==> src/rtl/oam_dma_arbiter.sv <==
// CPU bus owner shared between the 6502 core and the sprite (OAM) DMA engine.
// A write to DMA_REG_ADDR stalls the core and copies XFER_LEN bytes from {page,idx} to OAM_DATA_ADDR.
module oam_dma_arbiter #(
  parameter logic [15:0] DMA_REG_ADDR  = 16'h4014,
  parameter logic [15:0] OAM_DATA_ADDR = 16'h2004,
  parameter int unsigned XFER_LEN      = 256
) (
  input  logic        cpuClk,
  input  logic        reset,
  input  logic [15:0] cpuAddr,
  input  logic [7:0]  cpuDataWr,
  input  logic        cpuWrEn,
  output logic [7:0]  cpuDataRd,
  output logic        cpuHalt,
  output logic [15:0] busAddr,
  output logic [7:0]  busDataWr,
  output logic        busWrEn,
  input  logic [7:0]  busDataRd,
  output logic        dmaActive
);

  localparam logic [7:0] LAST_IDX = 8'(XFER_LEN - 1);

  typedef enum logic [2:0] {IDLE, HALT, ALIGN, READ, WRITE} state_t;

  state_t     state, state_next;
  logic [7:0] page, page_next;
  logic [7:0] idx, idx_next;
  logic [7:0] data_buf, data_buf_next;
  logic       cycle_odd;

  // State register; cycle_odd tracks CPU cycle parity so READ always lands on an even cycle
  always_ff @(posedge cpuClk or posedge reset) begin
    if (reset) begin
      state     <= IDLE;
      page      <= 8'h00;
      idx       <= 8'h00;
      data_buf  <= 8'h00;
      cycle_odd <= 1'b0;
    end else begin
      state     <= state_next;
      page      <= page_next;
      idx       <= idx_next;
      data_buf  <= data_buf_next;
      cycle_odd <= ~cycle_odd;
    end
  end

  // Next-state and bus steering; bus passes the core through unless a transfer owns it
  always_comb begin
    state_next    = state;
    page_next     = page;
    idx_next      = idx;
    data_buf_next = data_buf;
    busAddr       = cpuAddr;
    busDataWr     = cpuDataWr;
    busWrEn       = cpuWrEn;
    case (state)
      IDLE: begin
        if (cpuWrEn && (cpuAddr == DMA_REG_ADDR)) begin
          page_next  = cpuDataWr;
          idx_next   = 8'h00;
          state_next = HALT;
        end
      end
      HALT: begin
        busWrEn    = 1'b0;
        state_next = cycle_odd ? READ : ALIGN;
      end
      ALIGN: begin
        busWrEn    = 1'b0;
        state_next = READ;
      end
      READ: begin
        busAddr       = {page, idx};
        busWrEn       = 1'b0;
        data_buf_next = busDataRd;
        state_next    = WRITE;
      end
      WRITE: begin
        busAddr    = OAM_DATA_ADDR;
        busDataWr  = data_buf;
        busWrEn    = 1'b1;
        idx_next   = idx + 8'd1;
        state_next = (idx == LAST_IDX) ? IDLE : READ;
      end
      default: state_next = IDLE;
    endcase
  end

  assign cpuDataRd = busDataRd;
  assign cpuHalt   = (state != IDLE);
  assign dmaActive = (state != IDLE);

endmodule

==> config.mk <==
export PLATFORM = sky130hd
export DESIGN_NAME = oam_dma_arbiter
export DESIGN_NICKNAME = d
export VERILOG_FILES = /design/src/rtl/oam_dma_arbiter.sv
export SDC_FILE = /design/constraint.sdc
export NUM_CORES = 1
export LEC_CHECK = 0
export CORE_ASPECT_RATIO = 0.7
export CORE_MARGIN = 2
export CORE_UTILIZATION = 40
export DETAILED_ROUTE_END_ITERATION = 10
export GPL_TIMING_DRIVEN = 0
export PLACE_DENSITY = 0.88
export REMOVE_ABC_BUFFERS = 1
export SYNTH_ARGS = -nofsm -noshare
export SYNTH_HDL_FRONTEND = slang
export SYNTH_SLANG_ARGS = --single-unit
export TNS_END_PERCENT = 50
==> constraint.sdc <==
create_clock -name cpuClk -period 4.3 [get_ports cpuClk]
set_clock_uncertainty 0.05 [all_clocks]
set_input_delay 0.43 -clock cpuClk [delete_from_list [all_inputs] [get_ports cpuClk]]
set_output_delay 0.43 -clock cpuClk [all_outputs]
set_load 0.02 [all_outputs]
==> results of run 1 <==
## synth_stat cells, types with 2 or more instances
| cell | instances |
|---|---|
| a21oi_1 | 3 |
| a22o_1 | 14 |
| and2_1 | 2 |
| buf_2 | 2 |
| buf_4 | 10 |
| buf_6 | 3 |
| clkbuf_1 | 4 |
| dfrtp_1 | 28 |
| inv_1 | 3 |
| mux2_2 | 16 |
| mux2i_1 | 2 |
| nand2_1 | 35 |
| nand3_1 | 5 |
| nand4_1 | 3 |
| nor2_1 | 10 |
| nor4_1 | 2 |
| o21ai_0 | 5 |
| o31ai_1 | 2 |
| xor2_1 | 2 |
## state kept, by name, summed over array words and instances (netlist names)
name and flops:
data_buf 8, idx 8, page 8, state 3
cycle_odd 1
## critical path, delay by kind of cell, from the launching register on
kind,cells,cell delay [ps]
simple gates,3,1570
flops,1,570
buf+inv,1,540
compound gates,1,330
## kinds of logic (layout without fill, tap and decap cells)
family | count (synthesis) | in the layout | share of synthesized area (%)
and+or+nand+nor | 71 | 71 | 22.3
buffers and inverters | 22 | 76 | 8.70
xor gates and xnor gates | 3 | 3 | 1.57
AOI/OAI and AO/OA | 27 | 27 | 12.1
adders and majority gates | 2 | 2 | 1.35
muxes | 18 | 18 | 12.0
DFF | 28 | 28 | 42.0
## metal layers
metal,global-route usage [%],up-vias
met3,5.92,4
met5,0,-
met1,25.4,727
met4,4.12,0
met2,32.0,66
li1,-,698
## stage by stage
| step | area [sq um] | power [W] | hold slack (ps) |
|---|---|---|---|
| floorplan | 1540 | 0.000750 | 345 |
| global placement | 2290 | 0.00103 | 360 |
| detailed placement | 2290 | 0.00105 | 367 |
| CTS | 2350 | 0.00121 | 380 |
| global route | 2350 | 0.00129 | 401 |
| finish | 2350 | 0.00121 | 382 |
## cell usage in the layout (no fill, tap or decap), drive strengths merged, types with 2 or more instances in the layout
master,count
mux2,16
nand3,5
nand2,35
or3,2
nor4,4
o21ai,6
nor2,11
mux2i,2
a22o,14
dfrtp,28
a21oi,3
and2,2
o31ai,2
xor2,2
nand4,3
clkdlybuf4s50,69
nor3b,2
inv,3
clkbuf,4
## report_power, final
group          internal, W  switching, W  leakage (nW)
Sequential        0.000328     0.0000794         0.362
Combinational     0.000311      0.000322         0.633
Clock            0.0000821     0.0000822        0.0288
## path summary, 6_finish.rpt
| path | start | endpoint | slack (ps) | cells past startpoint |
|---|---|---|---|---|
| max | state[1]$_DFFE_PP0P_ | busAddr[5] | 520 | 5 |
| min reg2reg | cycle_odd$_DFF_PP0_ | cycle_odd$_DFF_PP0_ | 380 | 1 |
| min in group asynchronous | reset | data_buf[0]$_DFFE_PP0N_ | 660 | 2 |
| max reg2reg | state[2]$_DFFE_PP0P_ | page[4]$_DFFE_PP0P_ | 1670 | 4 |
| min | cycle_odd$_DFF_PP0_ | cycle_odd$_DFF_PP0_ | 380 | 1 |
| max in group asynchronous | reset | data_buf[4]$_DFFE_PP0N_ | 2890 | 2 |
## area by class of cell
cell class              instances  area, sq um  area share (%)
repair buffers                 69          691            29.4
clock buffers                   4         55.1            2.35
multi-input cells             121          823            35.1
flip-flops and latches         28          701            29.9
well taps                      52         65.1            2.77
inverters                       3         11.3           0.480
==> run metrics, run 1 <==
outcome=completed; Worst-Margin Slew=1250 ps; ys flop type=dfrtp_1; max-slew violation count=0; CP peak stage delay=910 ps; Final #Nets=262; worst path required time=3820 ps; Slowest-stage cell, CP=nor2_2; CP Launch Type=flop; CORE AREA=3970 sq um; post-synth top area cell=dfrtp_1; max-cap viol count=0; routed vias=1495; Arr. time, crit path=3300 ps; yosys warns=0; slew margin rel.=15.8%; routability cong.=0.801; Crit Path Class=flop to primary output; Placed Instances=273; fin crit period=3780 ps; Clock Latency Late Sink=280 ps; Die ar.=4710 sq um; Max clock buf depth=2; met3 wire len=371 um; post-route antenna net violation count=0; Synth Cell Area=1670 sq um; CP max FO=27; Die Y=58.0 um; post-synthesis sequential area ratio=42.0%; Die W=81.2 um; Synth cell types=39; DR DRC count=0; pwr dens=514 nW/um^2; pin count of the biggest net entering global routing=29; hold_buf cts=0; Overflow after GRT=0; layout cell share with drive strength beyond 1=11.6%; First-pass DRT Iterations=4; TritonCTS clock tree=yes; DR WL/cell=15.8 um; Total GRT Usage=19.4%; RSZ-0062 raised after global routing=no; Initial Utilization=42.0%; Fin Setup TNS=0 ps; Core Util, Final=59.1%; Cell Count, Final, Fillers Out=277; post-place setup slack=827 ps; worst vdd ir=0.296 mV; area growth from synthesis to layout=40.6%; share of the synthesized area in the top cell type=42.0%; Clk pin slew, worst setup/hold paths=100 ps; syn avg cell area=9.76 sq um; CTS Sinks=28; met2 WL=2180 um; Filler cells=328; IO Pins=70; fin crit share=88.0%; final hold vios=0; initial antenna violation count=0; crit-path cells=nand2_1 -> nor2_2 -> nor2_1 -> a22o_1 -> clkdlybuf4s50_1; final number of setup-violating endpoints=0; CP endpoint kind=primary output; Metal-1 WL=1800 um; Antenna diodes=0; detailed placement HPWL=3110 um; vias in the first global route=1497; Post-synth EDFFs=0; DR iter-0 viols=135; Post-CTS Resized=0; fmax=264 MHz; via/cell ratio=5.40; H-tree levels=1; global-route wire length before repair=7050 um; Routed Wire Length=4370 um; Buffers on Ports=69; worst hold path type=flop to flop; top routing layer in use=met4; Root Buffer=clkbuf_8; Synth Register Bits=28; ys async rst share=100%; top post-synthesis cells by area=dfrtp_1, mux2_2, nand2_1; Pleak=1.02 nW; std cell rows=19; postcts setup bufs=0; Num CTS Buffers=3; Cells after Synth=171; setup ws final=518 ps
No activity file was read; power rests on OpenSTA's default activity.
==> inputs of run 2 (changes only) <==
--- a/config.mk
+++ b/config.mk
@@ -5,6 +5,7 @@
 export SDC_FILE = /design/constraint.sdc
 export NUM_CORES = 1
 export LEC_CHECK = 0
+export ABC_CLOCK_PERIOD_IN_PS = 4300
 export CORE_ASPECT_RATIO = 0.7
 export CORE_MARGIN = 2
 export CORE_UTILIZATION = 40
==> results of run 2 <==
Final layout, timing and power as in run 1 (identical DEF).
==> inputs of run 3 (changes only) <==
--- a/config.mk
+++ b/config.mk
@@ -11,7 +11,7 @@
 export CORE_UTILIZATION = 40
 export DETAILED_ROUTE_END_ITERATION = 10
 export GPL_TIMING_DRIVEN = 0
-export PLACE_DENSITY = 0.88
+export PLACE_DENSITY = 0.76
 export REMOVE_ABC_BUFFERS = 1
 export SYNTH_ARGS = -nofsm -noshare
 export SYNTH_HDL_FRONTEND = slang
==> run metrics, run 3 (same netlist as run 1, synthesis figures left out) <==
outcome=completed (unchanged); DR WL/cell=15.4 um (was 15.8 um); std cell rows=19 (unchanged); CORE AREA=3970 sq um (unchanged); Die Y=58.0 um (unchanged); Overall Power=0.00120 W (was 0.00121 W); Cell Count, Final, Fillers Out=277 (unchanged); routed vias=1456 (was 1495); pwr dens=512 nW/um^2 (was 514 nW/um^2); Max clock buf depth=2 (unchanged); Die ar.=4710 sq um (unchanged); fmax=264 MHz (about the same); final number of setup-violating endpoints=0 (unchanged); via/cell ratio=5.26 (was 5.40); CP peak stage delay=930 ps (was 910 ps); Placed Instances=273 (unchanged); worst vdd ir=0.346 mV (was 0.296 mV); area growth from synthesis to layout=40.6% (unchanged); worst hold path type=flop to flop (unchanged); fin crit period=3790 ps (was 3780 ps); DR iter-0 viols=88 (was 135); max-cap viol count=0 (unchanged); global-route wire length before repair=6840 um (was 7050 um); H-tree levels=1 (unchanged); layout cell share with drive strength beyond 1=11.6% (unchanged); CP endpoint kind=primary output (unchanged); Slowest-stage cell, CP=nor2_2 (unchanged); Fin Setup TNS=0 ps (unchanged); Arr. time, crit path=3310 ps (was 3300 ps); DR DRC count=0 (unchanged); Total GRT Usage=18.9% (was 19.4%); routability cong.=0.813 (was 0.801); Final #Nets=262 (unchanged); RSZ-0062 raised after global routing=no (unchanged); fin crit share=88.0% (about the same); reg2reg setup slack=1670 ps (about the same); max-slew violation count=0 (unchanged); commonest non-fill, non-tap cell in the layout=clkdlybuf4s50_1 (unchanged); final hold vios=0 (unchanged); Die W=81.2 um (unchanged); Largest regs=data_buf (8), idx (8), page (8) (unchanged); Clock Latency Late Sink=270 ps (was 280 ps); First-pass DRT Iterations=4 (unchanged); Clk pin slew, worst setup/hold paths=90 ps (was 100 ps); Worst-Margin Slew=1280 ps (was 1250 ps); detailed placement HPWL=3110 um (about the same); CP Launch Type=flop (unchanged); pin count of the biggest net entering global routing=29 (unchanged); Crit Path Class=flop to primary output (unchanged); Post-CTS Resized=0 (unchanged); Root Buffer=clkbuf_8 (unchanged); vias in the first global route=1427 (was 1497); Filler cells=343 (was 328); Routed Wire Length=4280 um (was 4370 um); post-route antenna net violation count=0 (unchanged); slew margin rel.=13.8% (was 15.8%); worst path required time=3820 ps (about the same); Buffers on Ports=69 (unchanged); Initial Utilization=42.0% (unchanged); initial antenna violation count=0 (unchanged); Overflow after GRT=0 (unchanged); Num CTS Buffers=3 (unchanged); Antenna diodes=0 (unchanged); crit-path cells=nand2_1 -> nor2_2 -> nor2_1 -> a22o_1 -> clkdlybuf4s50_1 (unchanged); TritonCTS clock tree=yes (unchanged); postcts setup bufs=0 (unchanged); WHS=394 ps (was 382 ps); hold_buf cts=0 (unchanged); IO Pins=70 (unchanged); CTS Sinks=28 (unchanged); most frequent cells in the layout=clkdlybuf4s50_1, nand2_1, dfrtp_1, mux2_2, a22o_1 (unchanged); Pleak=1.02 nW (unchanged); CP max FO=27 (unchanged)
[run 3: final timing paths]
check,startpoint,endpoint,cells past startpoint
min in group asynchronous,reset,data_buf[7]$_DFFE_PP0N_,2
worst max-delay path,state[0]$_DFFE_PP0P_,busAddr[12],5
worst min-delay path,cycle_odd$_DFF_PP0_,cycle_odd$_DFF_PP0_,1
max in group asynchronous,reset,idx[3]$_DFFE_PP0P_,2
worst min register to register,cycle_odd$_DFF_PP0_,cycle_odd$_DFF_PP0_,1
worst max register to register,state[2]$_DFFE_PP0P_,page[5]$_DFFE_PP0P_,4
[run 3: report_power, final]
| part | internal [W] | leakage (nW) | switching (W) | total, W |
|---|---|---|---|---|
| clock network | 0.0000820 | 0.0288 | 0.0000782 | 0.000160 |
| registers | 0.000328 | 0.362 | 0.0000780 | 0.000406 |
| logic | 0.000312 | 0.633 | 0.000322 | 0.000634 |
[run 3: final cells by class]
cell class / instances / area (sq um) / share of cell area [%]
inverter: 3 / 11.3 / 0.480
timing repair buffer: 69 / 691 / 29.4
multi-input combinational: 121 / 823 / 35.1
sequential: 28 / 701 / 29.9
tap: 52 / 65.1 / 2.77
clock buffer: 4 / 55.1 / 2.35
[run 3: layer usage]
layer  vias to the layer above  routed length [um]  part of all wire (%)  track usage (%)
li1                        711                   -                     -                -
met1                       695                1970                    46             25.4
met2                        46                2000                    47             31.3
met3                         4                 257                   6.0             5.14
met4                         0                  48                   1.1             3.39
met5                         -                   0                     0                0
[run 3: metrics by stage]
step           area, sq um  utilization [%]  setup slack, ps
6_report              2350             59.1              514
4_1_cts               2350             59.1              546
2_1_floorplan         1540                -             1940
3_3_place_gp          2290             57.7              881
5_1_grt               2350             59.1              283
3_5_place_dp          2290             57.7              850
[run 3: critical path: cells and delay by family, from the launching register on]
| family | cells | cell delay, ps |
|---|---|---|
| flops | 1 | 560 |
| buf+inv | 1 | 540 |
| simple gates | 3 | 1590 |
| compound gates | 1 | 330 |
